[config.mk]
export PLATFORM = sky130hd
export DESIGN_NAME = rect_fill_engine
export DESIGN_NICKNAME = d
export VERILOG_FILES = /design/src/rtl/rect_fill_engine.sv
export SDC_FILE = /design/constraint.sdc
export NUM_CORES = 1
export LEC_CHECK = 0
export CAP_MARGIN = 20
export CORE_ASPECT_RATIO = 0.7
export CORE_MARGIN = 5
export CORE_UTILIZATION = 40
export CTS_CLUSTER_DIAMETER = 40
export CTS_CLUSTER_SIZE = 24
export DETAILED_ROUTE_END_ITERATION = 16
export SLEW_MARGIN = 5
export SYNTH_ARGS = -nofsm -noshare
export SYNTH_HDL_FRONTEND = slang
export SYNTH_SLANG_ARGS = --single-unit
[constraint.sdc]
create_clock -name clock -period 4.57 [get_ports clock]
set_clock_uncertainty 0.15 [all_clocks]
set_input_delay 1.1425 -clock clock [delete_from_list [all_inputs] [get_ports clock]]
set_output_delay 1.1425 -clock clock [all_outputs]
set_load 0.05 [all_outputs]
[src/rtl/rect_fill_engine.sv]
// rtl/rect_fill_engine.sv - queued rectangle-fill rasteriser feeding vga_adapter, one pixel per clock.

module rect_fill_queue #(
  parameter int DEPTH = 4,
  parameter int WIDTH = 35
) (
  input  logic             clock,
  input  logic             reset,
  input  logic             push,
  input  logic             pop,
  input  logic [WIDTH-1:0] wdata,
  output logic [WIDTH-1:0] rdata,
  output logic             full,
  output logic             empty
);
  localparam int AW = $clog2(DEPTH);

  logic [WIDTH-1:0] mem [DEPTH];
  logic [AW-1:0]    wr_ptr;
  logic [AW-1:0]    rd_ptr;
  logic [AW:0]      count;

  assign rdata = mem[rd_ptr];
  assign full  = (count == (AW+1)'(DEPTH));
  assign empty = (count == '0);

  always_ff @(posedge clock) begin
    if (reset) begin
      wr_ptr <= '0;
      rd_ptr <= '0;
      count  <= '0;
    end else begin
      if (push) begin
        mem[wr_ptr] <= wdata;
        wr_ptr      <= wr_ptr + 1'b1;
      end
      if (pop) rd_ptr <= rd_ptr + 1'b1;
      count <= count + (AW+1)'(push) - (AW+1)'(pop);
    end
  end
endmodule

module rect_fill_engine #(
  parameter int SCREEN_W   = 160,
  parameter int SCREEN_H   = 120,
  parameter int FIFO_DEPTH = 4
) (
  input  logic       clock,
  input  logic       reset,
  input  logic       cmd_valid,
  output logic       cmd_ready,
  input  logic [7:0] cmd_x,
  input  logic [7:0] cmd_y,
  input  logic [7:0] cmd_w,
  input  logic [7:0] cmd_h,
  input  logic [2:0] cmd_colour,
  output logic [7:0] x,
  output logic [6:0] y,
  output logic [2:0] colour,
  output logic       plot,
  output logic       busy,
  output logic       done
);
  typedef enum logic [1:0] {IDLE, LOAD, SCAN, DONE} state_t;

  localparam logic [8:0] W_LIM = 9'(SCREEN_W);
  localparam logic [8:0] H_LIM = 9'(SCREEN_H);

  state_t      state, state_next;
  logic        push, pop, q_full, q_empty;
  logic [34:0] q_rdata;
  logic [7:0]  base_x, base_y, w, h;
  logic [2:0]  col_r;
  logic [7:0]  col, row, col_next, row_next;
  logic [8:0]  sum_x_next, sum_y_next;

  assign cmd_ready = !q_full;
  assign push      = cmd_valid && cmd_ready;
  assign pop       = (state == IDLE) && !q_empty;
  assign busy      = (state != IDLE) || !q_empty;

  rect_fill_queue #(.DEPTH(FIFO_DEPTH), .WIDTH(35)) u_queue (
    .clock (clock),
    .reset (reset),
    .push  (push),
    .pop   (pop),
    .wdata ({cmd_x, cmd_y, cmd_w, cmd_h, cmd_colour}),
    .rdata (q_rdata),
    .full  (q_full),
    .empty (q_empty)
  );

  always_comb begin
    state_next = state;
    col_next   = col;
    row_next   = row;
    case (state)
      IDLE: if (!q_empty) state_next = LOAD;
      LOAD: begin
        col_next   = 8'd0;
        row_next   = 8'd0;
        state_next = (w == 8'd0 || h == 8'd0) ? DONE : SCAN;
      end
      SCAN: begin
        if (col == w - 8'd1) begin
          col_next = 8'd0;
          if (row == h - 8'd1) state_next = DONE;
          else                 row_next   = row + 8'd1;
        end else begin
          col_next = col + 8'd1;
        end
      end
      DONE:    state_next = IDLE;
      default: state_next = IDLE;
    endcase
  end

  // Outputs are registered from next-state values so they line up with SCAN cycles.
  assign sum_x_next = {1'b0, base_x} + {1'b0, col_next};
  assign sum_y_next = {1'b0, base_y} + {1'b0, row_next};

  always_ff @(posedge clock) begin
    if (reset) begin
      state  <= IDLE;
      col    <= 8'd0;
      row    <= 8'd0;
      base_x <= 8'd0;
      base_y <= 8'd0;
      w      <= 8'd0;
      h      <= 8'd0;
      col_r  <= 3'd0;
      x      <= 8'd0;
      y      <= 7'd0;
      colour <= 3'd0;
      plot   <= 1'b0;
      done   <= 1'b0;
    end else begin
      state <= state_next;
      col   <= col_next;
      row   <= row_next;
      // Head is captured on the pop edge; its queue slot may be reused by a push during LOAD.
      if (pop) {base_x, base_y, w, h, col_r} <= q_rdata;
      plot <= 1'b0;
      if (state_next == SCAN) begin
        x      <= sum_x_next[7:0];
        y      <= sum_y_next[6:0];
        colour <= col_r;
        plot   <= (sum_x_next < W_LIM) && (sum_y_next < H_LIM);
      end
      done <= (state_next == DONE);
    end
  end
endmodule

==> reports/results.txt <==
Internal: 0.00440 W
Fmax: 232 MHz
Die width: 196 um
DR vias: 6142
Pwr Density: 597 mW/mm2
Fin Setup TNS: 0 ns
Sink Count: 220
Ys flop type: edfxtp_1
Iter 0 DRT Violations: 354
Final Slew Violations: 0
Synth area leader: edfxtp_1
Startpoint types: flip-flop
Sw Ratio: 0.359
R2R cell count: 15
Clock power share: 0.300
Cells along the critical path: or4_4, or4_1, nand4_1, o2111ai_4, nand2_2, a2bb2oi_1, inv_1, ha_1, a21o_1, a21oi_1, o21ai_0, o41a_1, xnor2_1, a21oi_1, nor4_1
Most common cell after layout, fill and taps aside: edfxtp_1
Largest net degree at the start of global routing: 52
CP max FO: 6
# setup viols final: 0
XOR/XNOR share of the synthesized area: 0.0363
Fraction of the yosys area taken by sequential cells: 0.601
Global-route wire length before repair: 34.4 mm
Max Cap Viol: 0
DIE AREA: 0.0274 mm2
Synth warnings: 0
Initial Util: 0.408
Die span in y: 140 um
Max rail drop VDD: 0.000308 V
Synth Area per Inst: 13.0 um2
RSZ-0062 raised after global routing: false
TritonRoute pass-1 iters: 5
Startpoint of the worst hold path: col_r[2]$_SDFFE_PP0P_
Post-synth EDFFs: 140
Net Count, Synth: 814
Antenna Cells: 0
WS Path Type: flip-flop to flip-flop
Worst stage delay on the critical path: 0.58 ns
Count of input and output buffers: 59
Slowest cell on crit path: or4_4
Number of synthesized register bits: 220
Worst hold path class: flip-flop to flip-flop
Post-CTS Repair Setup Buffers: 0
Syn Inst Count: 741
Final net count: 880
LEAKAGE: 3.96 nW
Slew @ Worst Pin: 0.723 ns
Largest family of logic cells by synthesized area: simple AND/OR/NAND/NOR gates
# H-tree levels: 1
Grt total ovfl: 0
Share of cells above drive strength 1: 0.151
Slew headroom: 0.518
Hold worst-path end: col_r[2]$_SDFFE_PP0P_
Clock buffer depth: 3
Post-CTS resize count: 0
Post-synth cell types: 65
Worst-path clk slew: 0.07 ns
CP most frequent cell: a21oi_1
Multiplexer share of the synthesized area: 0.0826
TritonCTS clock tree: yes
Fin util: 0.485
Worst skew pair latency: 0.53 ns
Post-synthesis simple-gate area fraction: 0.113
Number of vias per cell: 5.36
Ports: 60
Core area: 0.0237 mm2
TritonCTS buffer count: 27
Antenna violations before repair: 0
Logic pwr share: 0.318
Total GRT Usage: 0.154
Area contributors post-synth: edfxtp_1, dfxtp_1, mux4_2, ha_1, nand2_1
Cts hold-fix bufs: 0
Reg-to-reg critical path startpoint: w[0]$_SDFFE_PP0P_
Result of the run: completed
Post-DRT Antenna Nets: 0
Fin. Hold Viols: 0
Sequential Power Share: 0.382
Area grow syn2layout: 19.0%
DP Wirelength: 14.1 mm
Root Driver: clkbuf_16
Critical Path AT: 4.58 ns
Worst EP required: 4.85 ns
Hold Path Depth: 2
Area of the mapped netlist: 0.00966 mm2
DRC Markers: 0
CP Capture Type: flip-flop
RePlAce Congestion: 0.855
P_sw: 0.00247 W
Reg2Reg Setup Slack: 0.27 ns
Crit share post-route: 0.942
Period minus WS final: 4.30 ns
Routed WL per cell: 18.3 um
Post-synthesis async set-or-reset flop share: 0
Adder-Cell Fraction of Synth Area: 0.0477
Synth Area in Compound Gates: 0.0889
Post-synth top area share: 0.435
Num rows: 47
Most frequent cells in the layout: edfxtp_1, nand2_1, dfxtp_1
Vias in the first global route: 6428
Total Wirelength: 20.9 mm
RR Endpoint: plot$_SDFF_PP0_
worst max path at each step:
stage                       from              end  slack (ns)  depth (start not counted)
3_3_place_gp   w[0]$_SDFFE_PP0P_  plot$_SDFF_PP0_        0.38                         16
5_1_grt        w[0]$_SDFFE_PP0P_  plot$_SDFF_PP0_       0.008                         15
4_1_cts        w[0]$_SDFFE_PP0P_  plot$_SDFF_PP0_        0.25                         16
3_5_place_dp   w[0]$_SDFFE_PP0P_  plot$_SDFF_PP0_        0.31                         16
6_report       w[0]$_SDFFE_PP0P_  plot$_SDFF_PP0_        0.27                         15
2_1_floorplan  w[0]$_SDFFE_PP0P_  plot$_SDFF_PP0_        0.49                         17
worst max-delay path, delay by kind of cell, from the launching register on:
| kind | cells | cell delay (ns) |
|---|---|---|
| DFF | 1 | 0.36 |
| buffers and inverters | 1 | 0.08 |
| adders and majority gates | 1 | 0.27 |
| AOI/OAI and AO/OA | 7 | 1.49 |
| xor gates and xnor gates | 1 | 0.20 |
| and+or+nand+nor | 5 | 1.65 |
area by class of cell:
cell class,count,area (um2)
clock buffer,29,693
sequential,220,5810
clock inverter,20,193
inverter,26,97.6
multi-input combinational,453,3570
fill,2076,12200
timing repair buffer,79,736
tap,318,398
power groups by stage:
| stage | clock, W | combinational, W | sequential, W |
|---|---|---|---|
| 6_report | 0.00206 | 0.00218 | 0.00262 |
| 5_1_grt | 0.00221 | 0.00241 | 0.00266 |
| 4_1_cts | 0.00212 | 0.00221 | 0.00263 |
| 3_5_place_dp | 0 | 0.00219 | 0.00267 |
| 3_3_place_gp | 0 | 0.00213 | 0.00265 |
| 2_1_floorplan | 0 | 0.00157 | 0.00268 |
per-stage QoR:
stage	instance area (um2)	hold slack [ns]	worst slack (ns)	power, W	instances
final	11500	0.311	0.267	0.00687	1145
after detailed placement	10600	0.306	0.312	0.00487	1096
after global routing	11500	0.322	0.00806	0.00728	1145
after global placement	10600	0.300	0.382	0.00479	1096
after CTS	11500	0.315	0.253	0.00695	1145
after floorplan	9660	0.287	0.494	0.00425	741
flip-flops by register name, summed over array words and instances (netlist names):
signal	flops
u_queue.mem	140
base_x	8
base_y	8
col	8
h	8
row	8
w	8
x	8
y	7
col_r	3
colour	3
u_queue.count	3
state	2
u_queue.rd_ptr	2
u_queue.wr_ptr	2
done	1
plot	1
kinds of logic after synthesis:
| logic type | count (synthesis) |
|---|---|
| simple gates | 220 |
| flops | 220 |
| compound gates | 122 |
| buf+inv | 68 |
| xor+xnor | 40 |
| mux | 36 |
| fa+ha+maj | 35 |
cell usage after synthesis, types with 6 or more instances:
cell type / count
o21ai_2: 6
nand2_1: 90
a21oi_1: 48
nand4_1: 10
nand4b_1: 18
clkbuf_1: 32
nand3_1: 9
nor2b_1: 8
ha_1: 32
mux4_2: 35
edfxtp_1: 140
xor2_1: 21
nand2b_1: 11
and3_1: 6
xnor2_1: 19
o21ai_0: 9
dfxtp_1: 80
o31ai_1: 6
inv_1: 25
nor2_1: 39
nor3_1: 10
o21a_1: 6
per-layer routing:
metal | wire (um) | GRT usage | vias up
met4 | 532 | 0.0382 | 0
met3 | 1090 | 0.0286 | 40
met1 | 9410 | 0.211 | 3064
li1 | - | - | 2890
met2 | 9870 | 0.257 | 148
met5 | 0 | 0 | -
No activity file was read; power rests on OpenSTA's default activity.
